### config.mk
export PLATFORM = sky130hd
export DESIGN_NAME = mem_arbiter
export DESIGN_NICKNAME = d
export VERILOG_FILES = /design/src/rtl/mem_arbiter_pkg.sv /design/src/rtl/mem_arbiter_rr_arbiter2.sv /design/src/rtl/mem_arbiter.sv
export SDC_FILE = /design/constraint.sdc
export NUM_CORES = 1
export LEC_CHECK = 0
export BUFFER_PORTS_ARGS = -buffer_cell sky130_fd_sc_hd__buf_2
export CORE_AREA = 2 2 84 86
export CTS_BUF_LIST = sky130_fd_sc_hd__clkbuf_8
export DETAILED_ROUTE_END_ITERATION = 10
export DIE_AREA = 0 0 86 88
export GPL_TIMING_DRIVEN = 0
export PLACE_DENSITY = 0.71
export SLEW_MARGIN = 20
export SYNTH_ARGS = -nofsm -noshare
export SYNTH_HDL_FRONTEND = slang
export SYNTH_SLANG_ARGS = --single-unit
### constraint.sdc
create_clock -name clk_i -period 1.6 [get_ports clk_i]
set_input_delay 0.16 -clock clk_i [delete_from_list [all_inputs] [get_ports clk_i]]
set_output_delay 0.16 -clock clk_i [all_outputs]
set_load 0.005 [all_outputs]
### src/rtl/mem_arbiter_pkg.sv
// Shared types, defaults and helpers for the instruction/load-store memory arbiter.
package mem_arbiter_pkg;

    // Default word-address width of the single-port memory and the matching byte-address width.
    localparam int addr_dflt_p      = 8;
    localparam int byte_addr_dflt_p = addr_dflt_p + 2;

    // Bit positions of the two requesters inside the request/grant vectors of rr_arbiter2.
    localparam int req_ls_idx = 0;
    localparam int req_if_idx = 1;

    // Width of the saturating contention counter and its ceiling.
    localparam int             cnt_w_p   = 16;
    localparam logic [15:0]    cnt_max_p = 16'hFFFF;

    // Which requester owns the response that appears in the cycle after a grant.
    typedef enum logic [1:0] {
        OWN_NONE = 2'd0,
        OWN_IF   = 2'd1,
        OWN_LS   = 2'd2
    } t_mem_owner;

    // Round-robin pointer: the requester that wins the next contended cycle.
    typedef enum logic {
        PRIO_LS = 1'b0,
        PRIO_IF = 1'b1
    } t_prio;

    // A byte address is misaligned for a word access when its two low bits are not zero.
    function automatic logic is_misaligned(input logic [1:0] low_bits);
        return (low_bits != 2'b00);
    endfunction

endpackage

### src/rtl/mem_arbiter_rr_arbiter2.sv
// Two-way round-robin arbiter: one-hot grant, the loser of a grant wins the next contended cycle.
module rr_arbiter2
    import mem_arbiter_pkg::*;
(
    input  logic       clk_i,
    input  logic       rstn_i,
    input  logic [1:0] req_i,
    output logic [1:0] gnt_o
);

    t_prio prio_q;
    t_prio prio_d;

    // Priority pointer register; reset prefers load/store.
    always_ff @(posedge clk_i or negedge rstn_i) begin
        if (!rstn_i) begin
            prio_q <= PRIO_LS;
        end else begin
            prio_q <= prio_d;
        end
    end

    // Grant selection and pointer update; nothing is granted while reset is asserted.
    always_comb begin
        gnt_o  = 2'b00;
        prio_d = prio_q;
        if (rstn_i) begin
            unique case (req_i)
                2'b01:   gnt_o[req_ls_idx] = 1'b1;
                2'b10:   gnt_o[req_if_idx] = 1'b1;
                2'b11: begin
                    if (prio_q == PRIO_IF) begin
                        gnt_o[req_if_idx] = 1'b1;
                    end else begin
                        gnt_o[req_ls_idx] = 1'b1;
                    end
                end
                default: gnt_o = 2'b00;
            endcase
        end
        if (gnt_o[req_ls_idx]) begin
            prio_d = PRIO_IF;
        end else if (gnt_o[req_if_idx]) begin
            prio_d = PRIO_LS;
        end
    end

endmodule

### src/rtl/mem_arbiter.sv
// Shares a single-port word memory between instruction fetch and load/store,
// maps byte addresses to word addresses, routes responses and counts contention.
module mem_arbiter
    import mem_arbiter_pkg::*;
#(
    parameter int addr_p      = addr_dflt_p,
    parameter int byte_addr_p = addr_p + 2
) (
    input  logic                   clk_i,
    input  logic                   rstn_i,

    input  logic                   if_req_valid_i,
    output logic                   if_req_ready_o,
    input  logic [byte_addr_p-1:0] if_addr_i,
    output logic                   if_rsp_valid_o,
    output logic [31:0]            if_rsp_data_o,
    output logic                   if_rsp_err_o,

    input  logic                   ls_req_valid_i,
    output logic                   ls_req_ready_o,
    input  logic [byte_addr_p-1:0] ls_addr_i,
    input  logic                   ls_wr_i,
    input  logic [31:0]            ls_wdata_i,
    output logic                   ls_rsp_valid_o,
    output logic [31:0]            ls_rsp_data_o,
    output logic                   ls_rsp_err_o,

    output logic [addr_p-1:0]      mem_addr_o,
    output logic                   mem_rd_en_o,
    output logic                   mem_wr_en_o,
    output logic [31:0]            mem_wdata_o,
    input  logic [31:0]            mem_rdata_i,

    output logic [cnt_w_p-1:0]     conflict_cnt_o
);

    logic [1:0]             req;
    logic [1:0]             gnt;
    logic                   gnt_if;
    logic                   gnt_ls;
    logic [byte_addr_p-1:0] sel_addr;
    logic                   sel_misaligned;
    logic                   rd_access;
    logic                   wr_access;

    t_mem_owner             own_q;
    t_mem_owner             own_d;
    logic                   err_q;
    logic                   err_d;
    logic                   rd_q;
    logic                   rd_d;
    logic [cnt_w_p-1:0]     cnt_q;
    logic [cnt_w_p-1:0]     cnt_d;
    logic [31:0]            rsp_data;

    assign req[req_ls_idx] = ls_req_valid_i;
    assign req[req_if_idx] = if_req_valid_i;

    rr_arbiter2 u_rr (
        .clk_i  (clk_i),
        .rstn_i (rstn_i),
        .req_i  (req),
        .gnt_o  (gnt)
    );

    assign gnt_ls         = gnt[req_ls_idx];
    assign gnt_if         = gnt[req_if_idx];
    assign if_req_ready_o = gnt_if;
    assign ls_req_ready_o = gnt_ls;

    // Memory-side request: misaligned grants are accepted but never reach the memory,
    // and the address/data buses are parked at zero whenever no enable is active.
    always_comb begin
        sel_addr       = gnt_if ? if_addr_i : ls_addr_i;
        sel_misaligned = is_misaligned(sel_addr[1:0]);
        rd_access      = (gnt_if || (gnt_ls && !ls_wr_i)) && !sel_misaligned;
        wr_access      = gnt_ls && ls_wr_i && !sel_misaligned;
        mem_rd_en_o    = rd_access;
        mem_wr_en_o    = wr_access;
        mem_addr_o     = '0;
        mem_wdata_o    = '0;
        if (rd_access || wr_access) begin
            mem_addr_o = sel_addr[byte_addr_p-1:2];
        end
        if (wr_access) begin
            mem_wdata_o = ls_wdata_i;
        end
    end

    // Capture who was granted this cycle so the response can be steered next cycle.
    always_comb begin
        own_d = OWN_NONE;
        err_d = 1'b0;
        rd_d  = 1'b0;
        if (gnt_if) begin
            own_d = OWN_IF;
        end else if (gnt_ls) begin
            own_d = OWN_LS;
        end
        if (gnt_if || gnt_ls) begin
            err_d = sel_misaligned;
        end
        rd_d = rd_access;
    end

    // Response-owner registers; reset drops any response still in flight.
    always_ff @(posedge clk_i or negedge rstn_i) begin
        if (!rstn_i) begin
            own_q <= OWN_NONE;
            err_q <= 1'b0;
            rd_q  <= 1'b0;
        end else begin
            own_q <= own_d;
            err_q <= err_d;
            rd_q  <= rd_d;
        end
    end

    // Response steering: only an aligned read carries memory data, everything else returns zero.
    always_comb begin
        rsp_data       = rd_q ? mem_rdata_i : 32'h0;
        if_rsp_valid_o = (own_q == OWN_IF);
        ls_rsp_valid_o = (own_q == OWN_LS);
        if_rsp_err_o   = (own_q == OWN_IF) && err_q;
        ls_rsp_err_o   = (own_q == OWN_LS) && err_q;
        if_rsp_data_o  = (own_q == OWN_IF) ? rsp_data : 32'h0;
        ls_rsp_data_o  = (own_q == OWN_LS) ? rsp_data : 32'h0;
    end

    // Contention counter next value: one step per cycle with both requesters valid, sticking at the ceiling.
    always_comb begin
        cnt_d = cnt_q;
        if (if_req_valid_i && ls_req_valid_i && (cnt_q != cnt_max_p)) begin
            cnt_d = cnt_q + 16'd1;
        end
    end

    // Contention counter register.
    always_ff @(posedge clk_i or negedge rstn_i) begin
        if (!rstn_i) begin
            cnt_q <= '0;
        end else begin
            cnt_q <= cnt_d;
        end
    end

    assign conflict_cnt_o = cnt_q;

endmodule

-- Word level (Yosys, flattened, before mapping)
Index checks and enable logic that the tools add are counted.
- add/sub/neg operators: 1
- multiply operators: 0
- div/mod/pow operators: 0
- magnitude comparators: 0
- eq/ne operators: 6
- shift operators: 0
- mux-type cells: 16
- bitwise gates (word level): 0
- reductions and logical operators: 15
- operators by type and width (cell ; number):
    2-to-1 mux 32 bit ; 4
    adder 16 x 1 -> 16 bit, second input constant ; 1
    inequality test 16 bit, second input constant ; 1
    2-to-1 mux 10 bit ; 1
    logical AND 1 bit ; 8
    2-to-1 mux 8 bit ; 1
    equality test 2 bit, second input constant ; 3
    2-to-1 mux 2 bit ; 3
    2-to-1 mux 1 bit ; 5
    equality test 2 x 1 -> 1 bit, second input constant ; 2
    one-hot mux 1 bit (2 select lines) ; 2
    nonzero test 2 bit ; 2
    logical OR 1 bit ; 3
    zero test 1 bit ; 2
- bits in registers: 21
- bits in latches: 0
- memory bits (writable): 0
- bits in read-only memories: 0
- output and inout bits: 128
- word-level logic and storage cells: 43
- memories kept: 0

-- Depth between registers and ports, before layout
Gate-level depths: netlist of the first run.
- word-level depth: 9
- gate-level depth with buffers: 5
- gate-level depth less buffers: 5

-- By module
A second synthesis of the first run with hierarchy kept.
- cells, all modules: 270
- area total of the unflattened synthesis: 1816.7 um2
- modules (own cells, without submodules) (module ; times used ; cells each ; area each (um2)):
    mem_arbiter ; 1 ; 261 ; 1747.9
    rr_arbiter2 ; 1 ; 9 ; 68.8

-- Worst setup path after synthesis of the first run
Ideal clock, no wire load.
- path kind: register to register
- from: register cnt_q[2], in the netlist conflict_cnt_o[2]
- to: register cnt_q[15], in the netlist conflict_cnt_o[15]
- library setup time: 0.127 ns
- arrival: 1.575 ns
- path slack: -0.102 ns
- stages on the path, launching flop included: 5
- buffers on the path: 0
- clock period less this slack: 1.702 ns
- cells stage by stage: dfrtp_1 > and4_4 > nand3_2 > or4_1 > mux2_1
- cells in the longest elaborated chain, start to end: 2
- elaborated cells on any way between the ends: 3
- classes of those cells: 1 x add/sub; 1 x eq/ne; 1 x reduce/logical
- RTL lines (element ; line ; source):
    start: declaration ; mem_arbiter.sv:52 ; logic [cnt_w_p-1:0] cnt_q;
    start signal: assignment ; mem_arbiter.sv:143 ; cnt_q <= cnt_d;
    branches (longest 2 deep; another with adder 16 x 1 -> 16 bit) ; n/a ;
Several ways; the timed one is not identified.
A chain may end at the register's enable or synchronous reset.

-- Final worst setup path of the first run
- from: register u_rr.prio_q
- to: output mem_wdata_o[23]
- cells in the longest elaborated chain, start to end: 8
- elaborated cells on any way between the ends: 11
- classes of those cells: 7 x mux; 4 x reduce/logical
- RTL lines (element ; line ; source):
    start: declaration ; mem_arbiter_rr_arbiter2.sv:11 ; t_prio prio_q;
    start signal: assignment ; mem_arbiter_rr_arbiter2.sv:19 ; prio_q <= prio_d;
    2-to-1 mux 1 bit ; mem_arbiter_rr_arbiter2.sv:32 ; if (prio_q == PRIO_IF) begin
    one-hot mux 1 bit (2 select lines) ; mem_arbiter_rr_arbiter2.sv:28 ; unique case (req_i)
    2-to-1 mux 2 bit (*) ; mem_arbiter_rr_arbiter2.sv:27 ; if (rstn_i) begin
    2-to-1 mux 10 bit ; mem_arbiter.sv:74 ; sel_addr = gnt_if ? if_addr_i : ls_addr_i;
    nonzero test 2 bit ; mem_arbiter_pkg.sv:31 ; return (low_bits != 2'b00);
    zero test 1 bit ; mem_arbiter.sv:77 ; wr_access = gnt_ls && ls_wr_i && !sel_misaligned;
    logical AND 1 bit (*) ; mem_arbiter.sv:77 ;
    2-to-1 mux 32 bit (*) ; mem_arbiter.sv:85 ; if (wr_access) begin
    end: declaration ; mem_arbiter.sv:31 ; output logic [31:0] mem_wdata_o,
Mark *: on every way between the ends. The rest lies on a longest branch, timed or not.

==> flow_summary.json, run 1 <==
{
  "result_of_the_run": "finished with violations",
  "failed_checks": "setup timing",
  "gpl.final_weighted_congestion": 0.7966,
  "layout_setup_ws_ns": -0.3648,
  "grt_use_total_pct": 15.88,
  "netlist.area_leader.share_pct": 29.54,
  "share_of_post_route_cells_with_drive_strength_above_1_pct": 53.44,
  "ys_seq_elements": 21,
  "grt_setup_unrepaired": "yes",
  "grt_overflow_total": 0,
  "synth.lib_cells_used.distinct": 33,
  "num_vias": 2608,
  "detailedRoute.firstIterationViolations": 33,
  "number_of_enable_flip_flop_cells_after_synthesis": 0,
  "synthesis.nets": 354,
  "final_hold_fails": 0,
  "placement.setup.worst_slack_ns": -0.8191,
  "vias_per_cell": 4.544,
  "n_antenna_cell": 0,
  "timing_max_transition_violations_final": 0,
  "die_w_um": 86,
  "grt_max_degree": 22,
  "netlist_top_cells_area": "sky130_fd_sc_hd__dfrtp_1, sky130_fd_sc_hd__nor2_1, sky130_fd_sc_hd__and2_1, sky130_fd_sc_hd__nand2_1, sky130_fd_sc_hd__mux2i_1",
  "cts_htree_levels": 1,
  "antenna_found_initial": 0,
  "start_kind": "flop",
  "timing.critical_path.arrival_ns": 1.80,
  "regToRegSetupSlack_ns": -0.02,
  "min_delay_path_depth": 2,
  "fin_tns_setup_ns": -13.08,
  "ys.warnings.count": 0,
  "timing_worst_slew_pin_value_ns": 0.9507,
  "grt_pass1_vias": 2179,
  "synth_most_common_cell": "sky130_fd_sc_hd__nor2_1",
  "timing.final.setup_violations": 43,
  "async_reset_ff_share_pct": 100.0,
  "cap_violations": 0,
  "cpPeakStageDelay_ns": 0.45,
  "postRouteWirelength_mm": 7.244,
  "worst-endpoint-required_ns": 1.44,
  "synth_area_sq_mm": 0.001779,
  "synth_commonest_cells": "sky130_fd_sc_hd__nor2_1, sky130_fd_sc_hd__nand2_1, sky130_fd_sc_hd__and2_1",
  "post-route-drc-count": 0,
  "timing.hold.worst.class": "in2reg",
  "worst_skew_pair.late_latency_ns": 0.26,
  "timing_worst_setup_path_type": "reg2out",
  "postSynthAreaPerCell_sq_um": 6.739,
  "worstPathMaxFanout": 10,
  "cts.sinks": 21,
  "clkSlewWorstSetupHoldPaths_ns": 0.07,
  "drt.antenna.violating_nets": 0,
  "core_area_sq_mm": 0.006644,
  "drt_pass1_iterations": 4,
  "syn_inst": 264,
  "crit_path_top_delay_cell": "sky130_fd_sc_hd__or4_4",
  "core.rowCount": 30,
  "synth_sequential_area_ratio_pct": 29.54,
  "timing.final.crit_share_pct": 122.8,
  "die-area_sq_mm": 0.007568,
  "floorplan.die.height_um": 88,
  "cellPowerDensity_mw_per_mm2": 561.7,
  "timing.critical_path.cells": "nor2b_2 -> or4_4 -> a21oi_4 -> buf_4 -> and2_1 -> buf_2",
  "fin_skew_ns": 0.002445,
  "post-dp-hpwl_mm": 5.925,
  "io_pins": 217,
  "num-fill-cells": 687,
  "peak_clock_frequency_supported_by_timing_mhz": 509.0,
  "leakagePower_nw": 1.897,
  "wire_length_of_the_first_global_routing_pass_mm": 9.853,
  "crit_path_end_kind": "output pin",
  "cts-root-buf": "sky130_fd_sc_hd__clkbuf_8",
  "area.growth.synth_to_final_pct": 80.94,
  "cts_buffers": 3,
  "route.detailed.wl_per_inst_um": 12.62,
  "final_nets": 585,
  "floorplan.initialDensity_pct": 26.78,
  "synthDominantAreaCellType": "sky130_fd_sc_hd__dfrtp_1",
  "portBuffers": 216,
  "reg2regPathDepth": 3,
  "irDropWorstVdd_v": 0.0006085,
  "slew_headroom_pct": 36.41,
  "tritoncts_clock_tree": "done",
  "ys_dominant_reg_cell": "sky130_fd_sc_hd__dfrtp_1",
  "clock_tree.buffer_depth": 2,
  "min_clock_period_post_route_ns": 1.965
}
==> placed cells by master (no fill, tap or decap), types with 2 or more instances in the layout <==
| cell | n |
|---|---|
| sky130_fd_sc_hd__nor4_1 | 2 |
| sky130_fd_sc_hd__clkbuf_2 | 7 |
| sky130_fd_sc_hd__inv_1 | 9 |
| sky130_fd_sc_hd__nor3_1 | 2 |
| sky130_fd_sc_hd__nand4_1 | 4 |
| sky130_fd_sc_hd__nor2_1 | 76 |
| sky130_fd_sc_hd__a21oi_1 | 3 |
| sky130_fd_sc_hd__or4_4 | 2 |
| sky130_fd_sc_hd__nor2_2 | 2 |
| sky130_fd_sc_hd__o21ai_0 | 2 |
| sky130_fd_sc_hd__clkbuf_8 | 4 |
| sky130_fd_sc_hd__buf_6 | 2 |
| sky130_fd_sc_hd__a211oi_1 | 4 |
| sky130_fd_sc_hd__xor2_1 | 7 |
| sky130_fd_sc_hd__buf_4 | 13 |
| sky130_fd_sc_hd__nand3_1 | 7 |
| sky130_fd_sc_hd__buf_2 | 216 |
| sky130_fd_sc_hd__xnor2_1 | 7 |
| sky130_fd_sc_hd__a21oi_2 | 2 |
| sky130_fd_sc_hd__and2_1 | 32 |
| sky130_fd_sc_hd__nand2_1 | 41 |
| sky130_fd_sc_hd__dfrtp_2 | 2 |
| sky130_fd_sc_hd__dfrtp_1 | 19 |
| sky130_fd_sc_hd__or3_1 | 2 |
| sky130_fd_sc_hd__mux2i_1 | 8 |
| sky130_fd_sc_hd__nand2b_4 | 2 |
==> path summary, 6_finish.rpt <==
check	endpoint	from
min in group asynchronous	conflict_cnt_o[14]$_DFFE_PN0P_	rstn_i
max reg2reg	conflict_cnt_o[15]$_DFFE_PN0P_	conflict_cnt_o[13]$_DFFE_PN0P_
max	mem_wdata_o[23]	u_rr.prio_q$_DFFE_PN0P_
min reg2reg	conflict_cnt_o[0]$_DFFE_PN0P_	conflict_cnt_o[0]$_DFFE_PN0P_
max in group asynchronous	conflict_cnt_o[1]$_DFFE_PN0P_	rstn_i
min	rd_q$_DFF_PN0_	ls_wr_i
==> metrics by stage <==
step	util (%)	std cells	area (sq um)	power, mW	hold WS (ns)
after global placement	44.56	560	2960	1.276	0.1598
after global routing	48.46	574	3219	1.918	0.1110
after floorplan	-	264	1779	0.9960	-0.1356
final	48.46	574	3219	1.808	0.1055
after CTS	46.89	567	3115	1.705	0.1037
after detailed placement	44.56	560	2960	1.295	0.1665
==> power breakdown <==
part / internal [mW] / leakage [nW] / switching (mW)
Sequential: 0.632 / 0.263 / 0.103
Clock: 0.171 / 0.0269 / 0.170
Combinational: 0.392 / 1.61 / 0.340
Total: 1.20 / 1.90 / 0.613
==> registers in the layout, indices dropped and copies added, names as in the netlist <==
register / count
conflict_cnt_o: 16
err_q: 1
own_q: 2
rd_q: 1
u_rr.prio_q: 1
==> per-layer routing <==
layer  up-vias  part of all wire, %  GRT usage (%)
li1       1305                    -              -
met1      1164                   41          19.81
met2       130                   50          28.61
met3         9                  8.2          2.733
met4         0                  1.3          3.608
met5         -                    0              0
==> logic make-up after synthesis <==
logic type	count (synthesis)	share of synthesized area (%)
AO/OA/AOI/OAI	15	5.415
XOR/XNOR	14	6.892
adder cells (fa/ha/maj)	1	0.7031
buffers and inverters	23	5.063
flip-flops	21	29.54
multiplexers	10	5.767
AND/OR/NAND/NOR	180	46.62
==> critical path, delay by kind of cell, from the launching register on <==
| family | cells | cell delay (ns) |
|---|---|---|
| simple gates | 3 | 0.65 |
| compound gates | 1 | 0.21 |
| buf+inv | 2 | 0.30 |
| flops | 1 | 0.38 |
==> area by class of cell <==
| cell class | instances | area (sq um) | area share (%) |
|---|---|---|---|
| flip-flops and latches | 21 | 528.0 | 16.40 |
| well taps | 80 | 100.1 | 3.109 |
| clock inverters | 1 | 3.754 | 0.1166 |
| inverters | 8 | 30.03 | 0.9328 |
| multi-input cells | 220 | 1249 | 38.79 |
| repair buffers | 229 | 1187 | 36.88 |
| clock buffers | 3 | 41.29 | 1.283 |
| plain buffers | 12 | 80.08 | 2.487 |
==> repair_timing <==
action	4_1_cts	5_1_grt
endpoints found under the setup margin	113	102
buffers inserted	5	7
pin swaps	3	5
gates resized for setup	26	19
hold buffers	1	0
endpoints found under the hold margin	21	0
Power figures use the tool's default switching activity.
==> run 2, diff against run 1 <==
Settings changed: MAX_ROUTING_LAYER set to met4.
==> run 2 against run 1 <==
  * The run still ends with setup timing left
  * Register-to-register slack about the same
  * Setup slack better by 0.0010 ns
  * Clock skew up 0.00061 ns
  * Clock power about the same
  * Maximum frequency about the same
  * Routed wire length unchanged
  * Combinational power about the same
  * Critical path type unchanged
  * Highest routed layer unchanged
==> flow_summary.json, run 2 (synthesized netlist as in run 1, its figures left out) <==
{
  "result_of_the_run": "finished with violations",
  "failed_checks": "setup timing",
  "slew_headroom_pct": 36.55,
  "share_of_post_route_cells_with_drive_strength_above_1_pct": 53.44,
  "num_vias": 2595,
  "reg2regPathDepth": 3,
  "die-area_sq_mm": 0.007568,
  "gpl.final_weighted_congestion": 0.8080,
  "wire_length_of_the_first_global_routing_pass_mm": 9.832,
  "portBuffers": 216,
  "final_instance_count_without_filler_cells": 574,
  "final_cell_mix": "sky130_fd_sc_hd__buf_2, sky130_fd_sc_hd__nor2_1, sky130_fd_sc_hd__nand2_1",
  "final_area_sq_mm": 0.003219,
  "min_delay_path_depth": 2,
  "critical_path.reg2reg.startpoint": "conflict_cnt_o[13]$_DFFE_PN0P_",
  "timing.hold.worst.class": "in2reg",
  "cts_htree_levels": 1,
  "postRouteWirelength_mm": 7.244,
  "layout_setup_ws_ns": -0.3638,
  "detailedRoute.firstIterationViolations": 29,
  "clock_tree.buffer_depth": 2,
  "core_area_sq_mm": 0.006644,
  "grt_pass1_vias": 2183,
  "post-route-drc-count": 0,
  "clkSlewWorstSetupHoldPaths_ns": 0.07,
  "drt.antenna.violating_nets": 0,
  "timing_worst_slew_pin_value_ns": 0.9486,
  "grt_max_degree": 22,
  "regToRegSetupSlack_ns": -0.02,
  "timing_max_transition_violations_final": 0,
  "drt_pass1_iterations": 4,
  "core.rowCount": 30,
  "timing_worst_setup_path_type": "reg2out",
  "place_area_sq_mm": 0.002960,
  "io_pins": 217,
  "worstPathMaxFanout": 10,
  "cts_buffers": 3,
  "die_w_um": 86,
  "worstHoldEndpoint": "rd_q$_DFF_PN0_",
  "cts.sinks": 21,
  "grt_setup_unrepaired": "yes",
  "tritoncts_clock_tree": "done",
  "num-fill-cells": 687,
  "fin_skew_ns": 0.003054,
  "route.detailed.wl_per_inst_um": 12.62,
  "worst-endpoint-required_ns": 1.44,
  "layout_commonest_cell": "sky130_fd_sc_hd__buf_2",
  "floorplan.die.height_um": 88,
  "worst_skew_pair.late_latency_ns": 0.26,
  "crit_path_end_kind": "output pin",
  "n_antenna_cell": 0,
  "area.growth.synth_to_final_pct": 80.94,
  "leakagePower_nw": 1.897,
  "final_hold_fails": 0,
  "start_kind": "flop",
  "post-dp-hpwl_mm": 5.925,
  "timing.final.setup_violations": 43,
  "cap_violations": 0,
  "grt_overflow_total": 0,
  "dp_cells": 560,
  "cts-root-buf": "sky130_fd_sc_hd__clkbuf_8",
  "min_clock_period_post_route_ns": 1.964,
  "floorplan.initialDensity_pct": 26.78,
  "timing.final.crit_share_pct": 122.7,
  "final_nets": 585,
  "grt_use_total_pct": 16.34,
  "peak_clock_frequency_supported_by_timing_mhz": 509.2,
  "timing.critical_path.arrival_ns": 1.80,
  "cellPowerDensity_mw_per_mm2": 561.2,
  "irDropWorstVdd_v": 0.0006079,
  "holdCritStartpoint": "ls_wr_i",
  "critical_path.reg2reg.endpoint": "conflict_cnt_o[15]$_DFFE_PN0P_",
  "vias_per_cell": 4.521,
  "antenna_found_initial": 0,
  "largest_reg_flops": 16
}
run 2: cell counts in the layout (fill, tap and decap cells not counted):
No cell type changed its count.
run 2: worst max-delay path by stage:
stage	slack, ns	start	depth (start not counted)	to
global placement	-0.77	rstn_i	7	mem_rd_en_o
detailed placement	-0.82	rstn_i	7	mem_rd_en_o
CTS	-0.39	u_rr.prio_q$_DFFE_PN0P_	6	mem_wdata_o[19]
finish	-0.36	u_rr.prio_q$_DFFE_PN0P_	6	mem_wdata_o[23]
global route	-0.45	u_rr.prio_q$_DFFE_PN0P_	6	mem_wdata_o[24]
floorplan	0.005	u_rr.prio_q$_DFFE_PN0P_	5	mem_wdata_o[22]
run 2: worst max-delay path: stages (launching register included):
cell and delay [ns]:
sky130_fd_sc_hd__dfrtp_1 0.38, sky130_fd_sc_hd__nor2b_2 0.07, sky130_fd_sc_hd__or4_4 0.45, sky130_fd_sc_hd__a21oi_4 0.21, sky130_fd_sc_hd__buf_4 0.19, sky130_fd_sc_hd__and2_1 0.13
sky130_fd_sc_hd__buf_2 0.11
run 2: where the power goes:
part	switching, mW	internal [mW]	total (mW)
sequential	0.102	0.632	0.735
clock	0.169	0.171	0.340
combinational	0.340	0.392	0.732
total	0.611	1.20	1.81
run 2: area by class of cell:
cell class	instances	area, sq um	share of cell area (%)
Timing Repair Buffer	229	1187	36.88
Tap cell	80	100.1	3.109
Clock inverter	1	3.754	0.1166
Multi-Input combinational cell	220	1249	38.79
Buffer	12	80.08	2.487
Sequential cell	21	528.0	16.40
Inverter	8	30.03	0.9328
Clock buffer	3	41.29	1.283
run 2: through the flow:
| step | setup slack (ns) | setup TNS (ns) | hold slack, ns | utilization, % | power, mW |
|---|---|---|---|---|---|
| final | -0.3638 | -13.03 | 0.1070 | 48.46 | 1.807 |
| after detailed placement | -0.8191 | -30.78 | 0.1665 | 44.56 | 1.295 |
| after global routing | -0.4452 | -16.35 | 0.1110 | 48.46 | 1.918 |
| after floorplan | 0.004879 | 0 | -0.1356 | - | 0.9960 |
| after global placement | -0.7690 | -29.08 | 0.1598 | 44.56 | 1.276 |
| after CTS | -0.3895 | -14.03 | 0.1037 | 46.89 | 1.705 |
run 2: what timing repair did:
action,in CTS,in global routing
setup endpoints to repair,113,102
setup buffers,5,7
hold endpoints to repair,21,0
pin swaps,3,5
hold buffers,1,0
gates resized for setup,26,19
run 2: metal layers:
layer	track usage (%)	part of all wire [%]	vias to the layer above	wire length (um)
met5	-	0	-	0
met4	3.752	1.3	0	96
met3	2.451	8.2	9	597
met2	28.54	50	137	3596
met1	19.86	41	1144	2954
li1	-	-	1305	-
==> run 3, diff against run 2 <==
Settings changed: TNS_END_PERCENT set to 10.
==> run 3 against run 2 <==
  * The run still ends with setup timing left
  * Total power down 7.5%
  * Routed wire length is 2.6% lower
  * Largest cell class is now multi-input combinational cells
  * First-iteration DRC count unchanged
  * Non-clock buffer count fell by 8
  * Sequential share of layout area increased by 0.57 points
  * Critical path type unchanged
  * Utilization down 1.6 points
  * Critical path depth unchanged
  * Largest power group unchanged
  * Highest routed layer unchanged
==> flow_summary.json, run 3 (synthesized netlist as in run 1, its figures left out) <==
{
  "slew_headroom_pct": 37.49,
  "clock_tree.buffer_depth": 2,
  "tritoncts_clock_tree": "done",
  "floorplan.die.height_um": 88,
  "timing_max_transition_violations_final": 0,
  "timing.hold.worst.class": "in2reg",
  "num_vias": 2535,
  "drt.antenna.violating_nets": 0,
  "die-area_sq_mm": 0.007568,
  "result_of_the_run": "finished with violations",
  "irDropWorstVdd_v": 0.0006016,
  "peak_clock_frequency_supported_by_timing_mhz": 512.2,
  "route.detailed.wl_per_inst_um": 12.46,
  "placement.setup.worst_slack_ns": -0.8191,
  "dp_cells": 560,
  "seqPwrFrac_pct": 45.8,
  "cellPowerDensity_mw_per_mm2": 536.8,
  "cpPeakStageDelay_ns": 0.45,
  "power_frac_comb_pct": 33.9,
  "final_nets": 577,
  "switching_power_mw": 0.5709,
  "crit_path_end_kind": "output pin",
  "share_of_post_route_cells_with_drive_strength_above_1_pct": 51.65,
  "place_area_sq_mm": 0.002960,
  "layout_commonest_cell": "sky130_fd_sc_hd__buf_2",
  "start_kind": "flop",
  "die_w_um": 86,
  "timing_worst_setup_path_type": "reg2out",
  "layout_setup_ws_ns": -0.3524,
  "largest_reg_flops": 16,
  "timing.final.setup_violations": 44,
  "post-route-drc-count": 0,
  "internal_power_mw": 1.100,
  "area.growth.synth_to_final_pct": 74.89,
  "detailedRoute.firstIterationViolations": 29,
  "floorplan.initialDensity_pct": 26.78,
  "failed_checks": "setup timing",
  "grt_max_degree": 22,
  "cap_violations": 0,
  "timing.final.crit_share_pct": 122.0,
  "cts_htree_levels": 1,
  "cts.sinks": 21,
  "n_antenna_cell": 0,
  "leakagePower_nw": 1.827,
  "final_instance_count_without_filler_cells": 566,
  "final_hold_fails": 0,
  "antenna_found_initial": 0,
  "vias_per_cell": 4.479,
  "cts-root-buf": "sky130_fd_sc_hd__clkbuf_8",
  "min_clock_period_post_route_ns": 1.952,
  "clkSlewWorstSetupHoldPaths_ns": 0.07,
  "timing.critical_path.arrival_ns": 1.79,
  "cts_buffers": 3,
  "grt_use_total_pct": 16.18,
  "critical_path_buf_inv_count": 2,
  "core_area_sq_mm": 0.006644,
  "fin_tns_setup_ns": -12.71,
  "crit_path_top_delay_cell": "sky130_fd_sc_hd__or4_4",
  "totalPowerFinal_mw": 1.671,
  "core.rowCount": 30,
  "worst_skew_pair.late_latency_ns": 0.26,
  "io_pins": 217,
  "timing.critical_path.cells": "nor2b_2 -> or4_4 -> a21oi_4 -> buf_4 -> and2_1 -> buf_2",
  "num-fill-cells": 702,
  "path_delay_family": "simple AND/OR/NAND/NOR gates",
  "worstPathMaxFanout": 10,
  "fin_skew_ns": 0.005905,
  "wire_length_of_the_first_global_routing_pass_mm": 9.749,
  "grt_setup_unrepaired": "yes",
  "grt_pass1_vias": 2166,
  "gpl.final_weighted_congestion": 0.8080,
  "clock_power_share_pct": 20.3,
  "timing_worst_slew_pin_value_ns": 0.9345,
  "postRouteWirelength_mm": 7.054,
  "drt_pass1_iterations": 4,
  "portBuffers": 216,
  "final_cell_mix": "sky130_fd_sc_hd__buf_2, sky130_fd_sc_hd__nor2_1, sky130_fd_sc_hd__nand2_1",
  "final_area_sq_mm": 0.003112,
  "post-dp-hpwl_mm": 5.925,
  "grt_overflow_total": 0,
  "power.share.switching_pct": 34.17,
  "worst-endpoint-required_ns": 1.44
}
run 3: power groups by stage:
stage / Combinational [mW] / Sequential [mW] / Clock, mW
final: 0.566 / 0.764 / 0.340
after global routing: 0.632 / 0.780 / 0.368
after CTS: 0.563 / 0.751 / 0.345
after detailed placement: 0.535 / 0.760 / 0
after global placement: 0.520 / 0.756 / 0
after floorplan: 0.246 / 0.750 / 0
run 3: layer usage:
layer	up-vias	wire length (um)	global-route usage (%)
met5	-	0	-
met4	0	57	3.175
met3	5	593	2.451
met2	137	3511	28.68
met1	1103	2892	19.52
li1	1290	-	-
run 3: area by class of cell:
type                    instances  area, sq um  area share (%)
plain buffers                  14        91.34           2.935
flip-flops and latches         21        528.0           16.97
clock buffers                   3        41.29           1.327
repair buffers                219         1112           35.75
well taps                      80        100.1           3.217
inverters                       8        30.03          0.9650
multi-input cells             220         1205           38.72
clock inverters                 1        3.754          0.1206
run 3: through the flow:
step / utilization [%] / hold slack (ns)
2_1_floorplan: - / -0.1356
3_3_place_gp: 44.56 / 0.1598
3_5_place_dp: 44.56 / 0.1665
4_1_cts: 46.42 / 0.1037
5_1_grt: 46.84 / 0.1091
6_report: 46.84 / 0.1097
run 3: timing repair:
action | CTS | global route
setup buffers | 2 | 0
hold endpoints to repair | 21 | 0
gates resized for setup | 23 | 17
setup endpoints to repair | 113 | 117
pin swaps | 6 | 2
hold buffers | 1 | 0
run 3: final timing paths:
| check | slack (ns) | endpoint | cells after the start | startpoint |
|---|---|---|---|---|
| hold reg to reg | 0.50 | conflict_cnt_o[10]$_DFFE_PN0P_ | 1 | conflict_cnt_o[10]$_DFFE_PN0P_ |
| min in group asynchronous | 0.59 | conflict_cnt_o[14]$_DFFE_PN0P_ | 2 | rstn_i |
| setup reg to reg | -0.12 | conflict_cnt_o[15]$_DFFE_PN0P_ | 3 | conflict_cnt_o[11]$_DFFE_PN0P_ |
| hold / removal | 0.11 | rd_q$_DFF_PN0_ | 2 | ls_wr_i |
| max in group asynchronous | 0.39 | conflict_cnt_o[0]$_DFFE_PN0P_ | 2 | rstn_i |
| setup / recovery | -0.35 | mem_wdata_o[23] | 6 | u_rr.prio_q$_DFFE_PN0P_ |
